<file path="src/rtl/vin_char_serializer.sv">
// vin_char_serializer
//   Fetches one character row from the GEN over a multiplexed bus, keeps it in
//   a one-entry holding buffer, and shifts it out as pixels on pix_ce.
//
//   Ports
//     clk, rst_n                 clock, synchronous active-low reset
//     start / ready              fetch request (taken only while ready=1)
//     char_a, char_b, row        VRAM bytes and character row, sampled with start
//     sm_n, sg_n, st_n, r_wi     GEN bus strobes (st_n and r_wi are tied high)
//     adr                        row address presented to the GEN
//     bus_a_out, bus_b_out       drive data for busA/busB, bus_oe enables both
//     bus_a_in                   busA as read back from the GEN
//     pix_ce                     pixel clock enable
//     pix_on, pix_valid          current pixel and shifter-occupied flag
//     pix_fg, pix_bg             colours of the current character
//
//   Build option
//     VIN_SER_DOUBLE_WIDTH_EN    when defined, every pixel is held for 2 pix_ce.
module vin_char_serializer (
  input  logic       clk,
  input  logic       rst_n,
  input  logic       start,
  output logic       ready,
  input  logic [7:0] char_a,
  input  logic [7:0] char_b,
  input  logic [3:0] row,
  output logic       sm_n,
  output logic       sg_n,
  output logic       st_n,
  output logic       r_wi,
  output logic [3:0] adr,
  output logic [7:0] bus_a_out,
  output logic [7:0] bus_b_out,
  output logic       bus_oe,
  input  logic [7:0] bus_a_in,
  input  logic       pix_ce,
  output logic       pix_on,
  output logic       pix_valid,
  output logic [2:0] pix_fg,
  output logic [2:0] pix_bg
);

  typedef enum logic [2:0] {
    S_IDLE,
    S_ADDR,
    S_GAP,
    S_ROW,
    S_LOAD
  } state_t;

  state_t     state_reg, state_next;
  logic [1:0] cnt_reg, cnt_next;

  logic [7:0] char_a_reg, char_b_reg;
  logic [3:0] row_reg;
  logic [7:0] row_byte_reg;

  logic       buf_full_reg;
  logic [7:0] buf_byte_reg;
  logic [2:0] buf_fg_reg, buf_bg_reg;

  logic [7:0] shifter_reg;
  logic [3:0] pix_cnt_reg;   // pixels still to show, 0 = shifter empty
  logic [2:0] fg_reg, bg_reg;

  logic       accept;
  logic       last_step;     // current pix_ce finishes the current pixel
  logic       shift_load;

  assign ready  = (state_reg == S_IDLE) && !buf_full_reg;
  assign accept = (state_reg == S_IDLE) && start && ready;
  assign st_n   = 1'b1;
  assign r_wi   = 1'b1;

  // ---------------------------------------------------------------- fetch FSM
  always_ff @(posedge clk) begin
    if (!rst_n) begin
      state_reg <= S_IDLE;
      cnt_reg   <= 2'd0;
    end else begin
      state_reg <= state_next;
      cnt_reg   <= cnt_next;
    end
  end

  // Strobes and bus drive decode straight from the state register, so a reset
  // edge drops any pulse in progress on that same edge.
  always_comb begin
    state_next = state_reg;
    cnt_next   = cnt_reg;
    sm_n       = 1'b1;
    sg_n       = 1'b1;
    bus_oe     = 1'b0;
    bus_a_out  = 8'h00;
    bus_b_out  = 8'h00;
    adr        = 4'd0;
    case (state_reg)
      S_IDLE: begin
        if (accept) begin
          state_next = S_ADDR;
          cnt_next   = 2'd0;
        end
      end
      S_ADDR: begin
        sm_n      = 1'b0;
        bus_oe    = 1'b1;
        bus_a_out = char_a_reg;
        bus_b_out = char_b_reg;
        cnt_next  = cnt_reg + 2'd1;
        if (cnt_reg == 2'd2) begin
          state_next = S_GAP;
          cnt_next   = 2'd0;
        end
      end
      S_GAP: begin
        cnt_next   = 2'd0;
        state_next = char_b_reg[7] ? S_LOAD : S_ROW;
      end
      S_ROW: begin
        sg_n     = 1'b0;
        adr      = row_reg;
        cnt_next = cnt_reg + 2'd1;
        if (cnt_reg == 2'd3) begin
          state_next = S_LOAD;
          cnt_next   = 2'd0;
        end
      end
      S_LOAD:  state_next = S_IDLE;
      default: state_next = S_IDLE;
    endcase
  end

  // ------------------------------------------------- request and buffer data
  always_ff @(posedge clk) begin
    if (!rst_n) begin
      char_a_reg   <= 8'h00;
      char_b_reg   <= 8'h00;
      row_reg      <= 4'd0;
      row_byte_reg <= 8'h00;
      buf_full_reg <= 1'b0;
      buf_byte_reg <= 8'h00;
      buf_fg_reg   <= 3'd0;
      buf_bg_reg   <= 3'd0;
    end else begin
      if (accept) begin
        char_a_reg <= char_a;
        char_b_reg <= char_b;
        row_reg    <= row;
      end
      // Non-GEN characters show as a blank row.
      if (state_reg == S_GAP && char_b_reg[7])
        row_byte_reg <= 8'h00;
      if (state_reg == S_ROW && cnt_reg == 2'd3)
        row_byte_reg <= bus_a_in;
      if (shift_load)
        buf_full_reg <= 1'b0;
      // Placed after the clear: a LOAD coinciding with a shifter load leaves the
      // buffer full with the new row while the shifter takes the old one.
      if (state_reg == S_LOAD) begin
        buf_full_reg <= 1'b1;
        buf_byte_reg <= row_byte_reg;
        buf_fg_reg   <= char_a_reg[2:0];
        buf_bg_reg   <= char_a_reg[6:4];
      end
    end
  end

  // ----------------------------------------------------------------- shifter
`ifdef VIN_SER_DOUBLE_WIDTH_EN
  logic half_reg;   // 1 on the second pix_ce of a pixel

  always_ff @(posedge clk) begin
    if (!rst_n)
      half_reg <= 1'b0;
    else if (pix_ce) begin
      if (shift_load)
        half_reg <= 1'b0;
      else if (pix_cnt_reg != 4'd0)
        half_reg <= ~half_reg;
    end
  end

  assign last_step = half_reg;
`else
  assign last_step = 1'b1;
`endif

  assign shift_load = pix_ce && buf_full_reg &&
                      ((pix_cnt_reg == 4'd0) || (pix_cnt_reg == 4'd1 && last_step));

  always_ff @(posedge clk) begin
    if (!rst_n) begin
      shifter_reg <= 8'h00;
      pix_cnt_reg <= 4'd0;
      fg_reg      <= 3'd0;
      bg_reg      <= 3'd0;
    end else if (pix_ce) begin
      if (shift_load) begin
        shifter_reg <= buf_byte_reg;
        pix_cnt_reg <= 4'd8;
        fg_reg      <= buf_fg_reg;
        bg_reg      <= buf_bg_reg;
      end else if (pix_cnt_reg != 4'd0 && last_step) begin
        shifter_reg <= {shifter_reg[6:0], 1'b0};
        pix_cnt_reg <= pix_cnt_reg - 4'd1;
      end
    end
  end

  assign pix_valid = (pix_cnt_reg != 4'd0);
  assign pix_on    = pix_valid && shifter_reg[7];
  assign pix_fg    = fg_reg;
  assign pix_bg    = bg_reg;

endmodule

</file>
<file path="config.mk">
export PLATFORM = sky130hd
export DESIGN_NAME = vin_char_serializer
export DESIGN_NICKNAME = d
export VERILOG_FILES = /design/src/rtl/vin_char_serializer.sv
export SDC_FILE = /design/constraint.sdc
export NUM_CORES = 1
export LEC_CHECK = 0
export CORE_ASPECT_RATIO = 2
export CORE_UTILIZATION = 53
export DETAILED_ROUTE_END_ITERATION = 10
export PLACE_DENSITY = 0.84
export SLEW_MARGIN = 40
export SYNTH_ARGS = -nofsm -noshare
export SYNTH_HDL_FRONTEND = slang
export SYNTH_SLANG_ARGS = --single-unit
</file>
<file path="constraint.sdc">
create_clock -name clk -period 3.3 [get_ports clk]
set_clock_uncertainty 0.2 [all_clocks]
set_input_delay 0.495 -clock clk [delete_from_list [all_inputs] [get_ports clk]]
set_output_delay 0.495 -clock clk [all_outputs]
set_load 0.02 [all_outputs]
</file>
# Word-level counts from Yosys, hierarchy flattened
# Cells that the tools add are included.
[totals] reg_bits=66 word_cells=70
[op_classes] addsub=2 n_eq_ne=10 mux=23 n_reduce_logical=21
[ops] cell="2-to-1 mux 8 bit" n=6
[ops] cell="2-to-1 mux 3 bit" n=4
[ops] cell="2-to-1 mux 4 bit" n=3
[ops] cell="one-hot mux 3 bit (4 select lines)" n=1
[ops] cell="logical AND 1 bit" n=8
[ops] cell="one-hot mux 2 bit (4 select lines)" n=1
[ops] cell="nonzero test 4 bit" n=2
[ops] cell="== test 3 x 2 -> 1 bit (second input constant)" n=2
[ops] cell="2-to-1 mux 2 bit" n=3
[ops] cell="inequality test 2 bit (second input constant)" n=3
[ops] cell="AND reduction 2 bit" n=3
[ops] cell="nonzero test 2 bit" n=3
[ops] cell="2-to-1 mux 1 bit" n=5
[ops] cell="== test 2 bit (second input constant)" n=2
[ops] cell="== test 4 x 1 -> 1 bit (second input constant)" n=1
[ops] cell="logical NOT 4 bit" n=1
[ops] cell="subtractor 4 x 1 -> 4 bit (second input constant)" n=1
[ops] cell="== test 3 x 1 -> 1 bit (second input constant)" n=1
[ops] cell="== test 3 bit (second input constant)" n=1
[ops] cell="logical NOT 3 bit" n=1
[ops] cell="AND reduction 3 bit" n=1
[ops] cell="adder 2 x 1 -> 2 bit (second input constant)" n=1
[ops] cell="logical NOT 1 bit" n=1
[ops] cell="logical OR 1 bit" n=1

# Depth between registers and ports, before layout
[logic_depth] word_depth=5 mapped_depth=7 depth_no_buf=6

# Least setup slack after synthesis
# No wires, ideal clock.
[synth_timing] path_type="register to output" startpoint="register state_reg[0]" endpoint="output port bus_b_out[7]" arrival_time_ps=1469 slack_ps=1136 stages_incl_launch_ff=8 path_buffers=3 path_cell_list="dfxtp_1 > buf_6 > nor2b_4 > buf_6 > and2b_1 > buf_4 > inv_1 > nor2_1"
[synth_via] elab_chain_cells=2
[synth_rtl] item="start, declared" line_no="51" rtl="state_t state_reg, state_next;"
[synth_rtl] item="start signal, assigned" line_no="81" rtl="state_reg <= state_next;"
[synth_rtl] item="== test 3 x 1 -> 1 bit" line_no="97" rtl="case (state_reg)"
[synth_rtl] item="2-to-1 mux 8 bit" line_no="97"
[synth_rtl] item="end, declared" line_no="33" rtl="output logic [7:0] bus_b_out,"
# Every way passes these cells.

# Worst setup path after layout
# Same ends and word-level chain as after synthesis.

==> summary.md <==
| Metric | Value |
|---|---|
| Outcome | finished, final reports clean |
| Die H | 105 um |
| Hold path cells | 2 |
| Number of synthesis warnings | 0 |
| Initial cell density of the core | 55.1% |
| Number of remaining DRC errors | 0 |
| Mean post-synth cell area | 8.24 um2 |
| Netlist cell types | 37 |
| Pwr dens | around 550 mW/mm2 |
| Worst-path fanout max | 17 |
| Worst Setup Start Kind | register |
| Slew margin rel. | 47.8% |
| H-tree depth | 3 |
| Setup TNS | 0 ns |
| Slowest cell on crit path | clkdlybuf4s50_1 |
| Most frequent cells in the layout | nand2_1 (100), dfxtp_1 (66), clkdlybuf4s50_1 (63), a21oi_1 (46), nor2_1 (18) |
| First-pass GRT wire length | 10200 um |
| Cell count after synthesis | 344 |
| Drt pass-1 iters | 4 |
| Largest net degree at the start of global routing | 28 |
| Post-DRT Antenna Nets | 0 |
| Root Buffer | clkbuf_8 |
| Routed wire length | 6170 um |
| Final setup viols | 0 |
| Die width | between 50 and 60 um |
| Cell Area, Synth | 0.00283 mm2 |
| Clk sink count | 66 |
| Initial antenna violation count | 0 |
| CTS Hold Bufs | 0 |
| Measured slew at the worst slew-check pin | 0.782 ns |
| Io pins | 66 |
| IO buf count | 63 |
| #FFs+latches synth | 66 |
| Per-cell routed wire length | 13.4 um |
| Critical path, cell by cell | nor2b_4, and2b_1, inv_1, nor2_1, clkdlybuf4s50_1 |
| RSZ-0062 raised after global routing | false |
| TritonCTS clock tree | built |
| Proportion of layout cells with a drive suffix above 1 | between 7 and 8% |
| CP arrival | 2.39 ns |
| FF-to-FF End | pix_cnt_reg[1]$_SDFFE_PN0P_ |
| Vias in the first global route | 2405 |
| Via Count | 2424 |
| Worst vdd ir | approximately 0.43 mV |
| Met2 Resource Use GR | between 40% and 50% |
| Hold Crit Endpoint | pix_bg[0]$_SDFFE_PN0P_ |
| Worst hold path class | register to register |
| Post_cts resized | 0 |
| Final Max Slew Viols | 0 |
| Met3 usage | 7.50% |
| F_max | 0.324 GHz |
| Crit path required time | 2.60 ns |
| Min cycle time layout | approximately 3.1 ns |
| Area of the die | 0.00566 mm2 |
| FF-to-FF setup slack | approximately 1.2 ns |
| GR peak layer | met2 |
| Rows | 37 |
| Commonest non-fill, non-tap cell in the layout | nand2_1 |
| Critical path type | register to primary output |
| Clk pin slew, worst setup/hold paths | 0.07 ns |
| Vias per cell | around 5.3 |
| Core Footprint | 0.00514 mm2 |
| Total Routing Usage GR | 24.5% |
| Period Utilization, post-route | 93.5% |
| Met1 GRT Util | 23.3% |
| CP Capture Type | primary output |
| CTS Buf Count | 9 |
| Worst-skew pair later-pin latency | between 0.3 and 0.4 ns |
| CTS Buffer Depth | 2 |
| Delay-heaviest family, CP | simple AND/OR/NAND/NOR gates |
| Initial DRC Count | between 40 and 50 |
| Hold Crit Start | buf_bg_reg[0]$_SDFFE_PN0P_ |
| Area Growth Syn to Fin | 26.0% |
| Max-Cap Viols | 0 |
| Reg-to-reg startpoint | pix_cnt_reg[0]$_SDFFE_PN0P_ |
| Buffers and inverters on the worst path | 2 |
| Leakage | ~1.3 nW |
| Register area share after synthesis | a little under half |
| Nets | 436 |
| Postcts setup bufs | 0 |
| Hold Vio Cnt, Final | 0 |
| CP max stage delay | 0.61 ns |
| Post-DP HPWL | 4510 um |
| Total gr overflow | 0 |
| Total chip power | 1.97 mW |
| Routability cong. | 0.800 |
| Ant diodes | 0 |
| Filler instances | approximately 400 |
| Cells on worst reg2reg path | 5 |
worst reg2reg max path: stages, from the launching register on:
cell	delay, ns
dfxtp_1	0.39
inv_1	0.09
ha_1	0.25
o2111ai_2	0.59
nand2_1	0.20
a211oi_1	0.25
cell usage after synthesis (all sizes together):
library cell,count,area [um2]
o21ai,7,35.0
a31oi,7,43.8
ha,7,87.6
mux4,1,22.5
nand2,100,375
or4,1,11.3
or4b,1,10.0
nor2,19,78.8
and2b,1,7.51
a2111oi,1,8.76
xnor2,1,8.76
a22oi,10,75.1
nor3,2,10.0
o2111ai,1,15.0
conb,1,3.75
clkbuf,7,26.3
a21o,1,7.51
and2,17,106
dfxtp,66,1320
inv,9,33.8
a211oi,2,15.0
a21oi,46,230
nand3b,1,7.51
buf,18,133
nand2b,2,20.0
mux2,3,33.8
o2111a,1,11.3
a21boi,1,18.8
nor2b,2,22.5
and3,5,31.3
mux2i,1,10.0
nor4,2,12.5
worst max-delay path by stage:
stage	from	slack, ns	cells after the start	endpoint
finish	state_reg[0]$_SDFFE_PN0P_	0.21	5	bus_b_out[7]
floorplan	state_reg[0]$_SDFFE_PN0P_	1.14	7	bus_b_out[7]
global placement	state_reg[0]$_SDFFE_PN0P_	0.68	5	bus_b_out[7]
CTS	state_reg[0]$_SDFFE_PN0P_	0.19	5	bus_b_out[7]
global route	state_reg[0]$_SDFFE_PN0P_	0.02	5	bus_b_out[7]
detailed placement	state_reg[0]$_SDFFE_PN0P_	0.60	5	bus_b_out[7]
cell families (layout without fill, tap and decap cells):
family,after synthesis,in the layout,share of synthesized area (%)
buffers and inverters,34,90,6.80
other,1,2,0.132
multiplexers,5,5,2.34
adder cells (fa/ha/maj),7,7,3.09
flip-flops,66,66,46.6
AO/OA/AOI/OAI,77,77,16.2
AND/OR/NAND/NOR,153,153,24.5
XOR/XNOR,1,1,0.309
power breakdown:
group          switching, mW  total [mW]  internal, mW
logic                  0.261       0.481         0.219
registers             0.0621       0.940         0.878
clock network          0.289       0.551         0.262
cell type report:
| type | instances | area, um2 | share of cell area, % |
|---|---|---|---|
| Clock buffer | 9 | 124 | 3.47 |
| Inverter | 9 | 33.8 | 0.946 |
| Timing Repair Buffer | 66 | 653 | 18.3 |
| Multi-Input combinational cell | 245 | 1330 | 37.3 |
| Tap cell | 58 | 72.6 | 2.03 |
| Sequential cell | 66 | 1320 | 37.0 |
| Clock inverter | 6 | 35.0 | 0.981 |
per-layer routing:
metal  wire, um  part of all wire (%)
met5          0                     0
met4        178                   2.9
met1       2310                    37
met2       3420                    55
met3        269                   4.4
per-stage QoR:
| step | std cells | worst slack, ns | cell area [um2] | utilization [%] | hold slack, ns |
|---|---|---|---|---|---|
| 2_1_floorplan | 345 | 1.14 | 2840 | - | 0.232 |
| 3_3_place_gp | 444 | 0.678 | 3410 | 66.4 | 0.238 |
| 3_5_place_dp | 444 | 0.598 | 3410 | 66.4 | 0.244 |
| 4_1_cts | 459 | 0.192 | 3570 | 69.5 | 0.253 |
| 5_1_grt | 459 | 0.0245 | 3570 | 69.5 | 0.275 |
| 6_report | 459 | 0.213 | 3570 | 69.5 | 0.251 |
Note: power is estimated with default switching activity, not from simulation.
==> edit, RTL diff (same settings) <==
Re-encode `state_t` (5 states) as one-hot, 5 bits wide.
--- a/src/rtl/vin_char_serializer.sv
+++ b/src/rtl/vin_char_serializer.sv
@@ -41,10 +41,10 @@
 );
 
-  typedef enum logic [2:0] {
-    S_IDLE,
-    S_ADDR,
-    S_GAP,
-    S_ROW,
-    S_LOAD
+  typedef enum logic [4:0] {
+    S_IDLE = 5'b00001,
+    S_ADDR = 5'b00010,
+    S_GAP  = 5'b00100,
+    S_ROW  = 5'b01000,
+    S_LOAD = 5'b10000
   } state_t;
 
Check against the original RTL: no difference found for any inputs over 10 cycles, from zero or initial values and one cycle with rst_n low; not proved beyond that.
==> edit against the unedited design <==
Count of clock-buffer cells in the layout rose by 7. Critical path depth is the same. Fmax about the same. Worst setup slack about the same. Wire length rose by 2.6%. Sequential power up 2%. Die area decreased by 0.98%. Cell area is 2.5% higher. Power is 3.6% higher. Sequential cell count rose by 2. Synthesized area down 1.0%. Sequential share of layout area rose by 0.21 points.
==> edit: results <==
group,metric,value,unit
pwr,irDropWorstVdd,0.000439,V
synth,ys_types,44,
detailed_routing,num_vias,2370,
run_status,status,"completed",
global_routing,antenna_found_initial,0,
finish,drive_gt1_frac,0.0605,
finish,instances_no_fill,438,
clock_tree,root_buffer,"clkbuf_8",
finish,fill_cells,385,
placed_design,dp.cells,422,
placed_design,pre_cts_slack,594,ps
setup_path,startpoint,"state_reg[4]$_SDFFE_PN0P_",
finish,fin_nets,414,
synth,avgSynthCellArea,8.88,um^2
synth,ys_top_cells_by_area,"dfxtp_1 (49%), nand2_1 (8.2%), mux2i_1 (7.1%), and2_1 (4.7%), a21oi_1 (4.3%)",
timing,slew-limit-headroom,0.533,
placed_design,dp_hpwl,4.38,mm
global_routing,track_usage,0.258,
synth,synth_common_cells,"dfxtp_1 (68), nand2_1 (61), nor2_1 (28)",
detailed_routing,drt_iter0_drc,60,
global_routing,grt_pass1_vias,2320,
global_routing,grt_pass1_wl,10.6,mm
global_routing,grt_max_degree,46,
setup_path,cp_max_fo,19,
placed_design,place_congestion,0.794,
detailed_routing,routed_wl,6.34,mm
synth,yosysSeqAreaShare,0.485,
clock_tree,cts_max_path_buffers,2,
worst_hold_path,hp-start,"buf_bg_reg[1]$_SDFFE_PN0P_",
pwr,power.leakage,1.44,nW
## edit: logic make-up (layout without fill, tap and decap cells)
group	after synthesis	count (layout)	share of synthesized area
fa+ha+maj	7	7	0.0312
xor+xnor	2	2	0.00625
other cells	1	2	0.00134
buf+inv	27	90	0.0406
simple gates	131	131	0.224
mux	20	20	0.0714
flops	68	68	0.485
compound gates	60	60	0.140
## edit: final cells by class
class                           instances  area share
Clock buffer                           16      0.0547
Multi-Input combinational cell        222       0.366
Tap cell                               58      0.0198
Sequential cell                        68       0.372
Timing Repair Buffer                   66       0.179
Inverter                                8     0.00821
## edit: metal layers
layer	vias up	GRT usage	part of all wire
li1	1186	-	-
met1	1105	0.268	0.38
met2	67	0.457	0.56
met3	12	0.0713	0.041
met4	0	0.105	0.017
met5	-	0	0
## edit: through the flow
step                 util  cell area, um^2
global route        0.712             3660
floorplan               -             2810
CTS                 0.712             3660
finish              0.712             3660
global placement    0.672             3450
detailed placement  0.673             3460
## edit: power by group
| group | internal, mW | total [mW] | switching [mW] |
|---|---|---|---|
| Sequential | 0.905 | 0.959 | 0.0543 |
| Clock | 0.377 | 0.668 | 0.291 |
| Combinational | 0.198 | 0.417 | 0.219 |
## edit: final timing paths
kind / cells after the start / slack (ps) / end
max: 5 / 210 / bus_a_out[0]
min: 2 / 250 / pix_bg[1]$_SDFFE_PN0P_
max reg2reg: 6 / 1220 / shifter_reg[0]$_SDFFE_PN0P_
min reg2reg: 2 / 250 / pix_bg[1]$_SDFFE_PN0P_
## edit: worst max-delay path, cell delays in order, from the launching register on
cell and delay (ps):
dfxtp_1 390, nor3_1 260, nand3b_1 200, inv_1 400, and2_1 200, clkdlybuf4s50_1 610
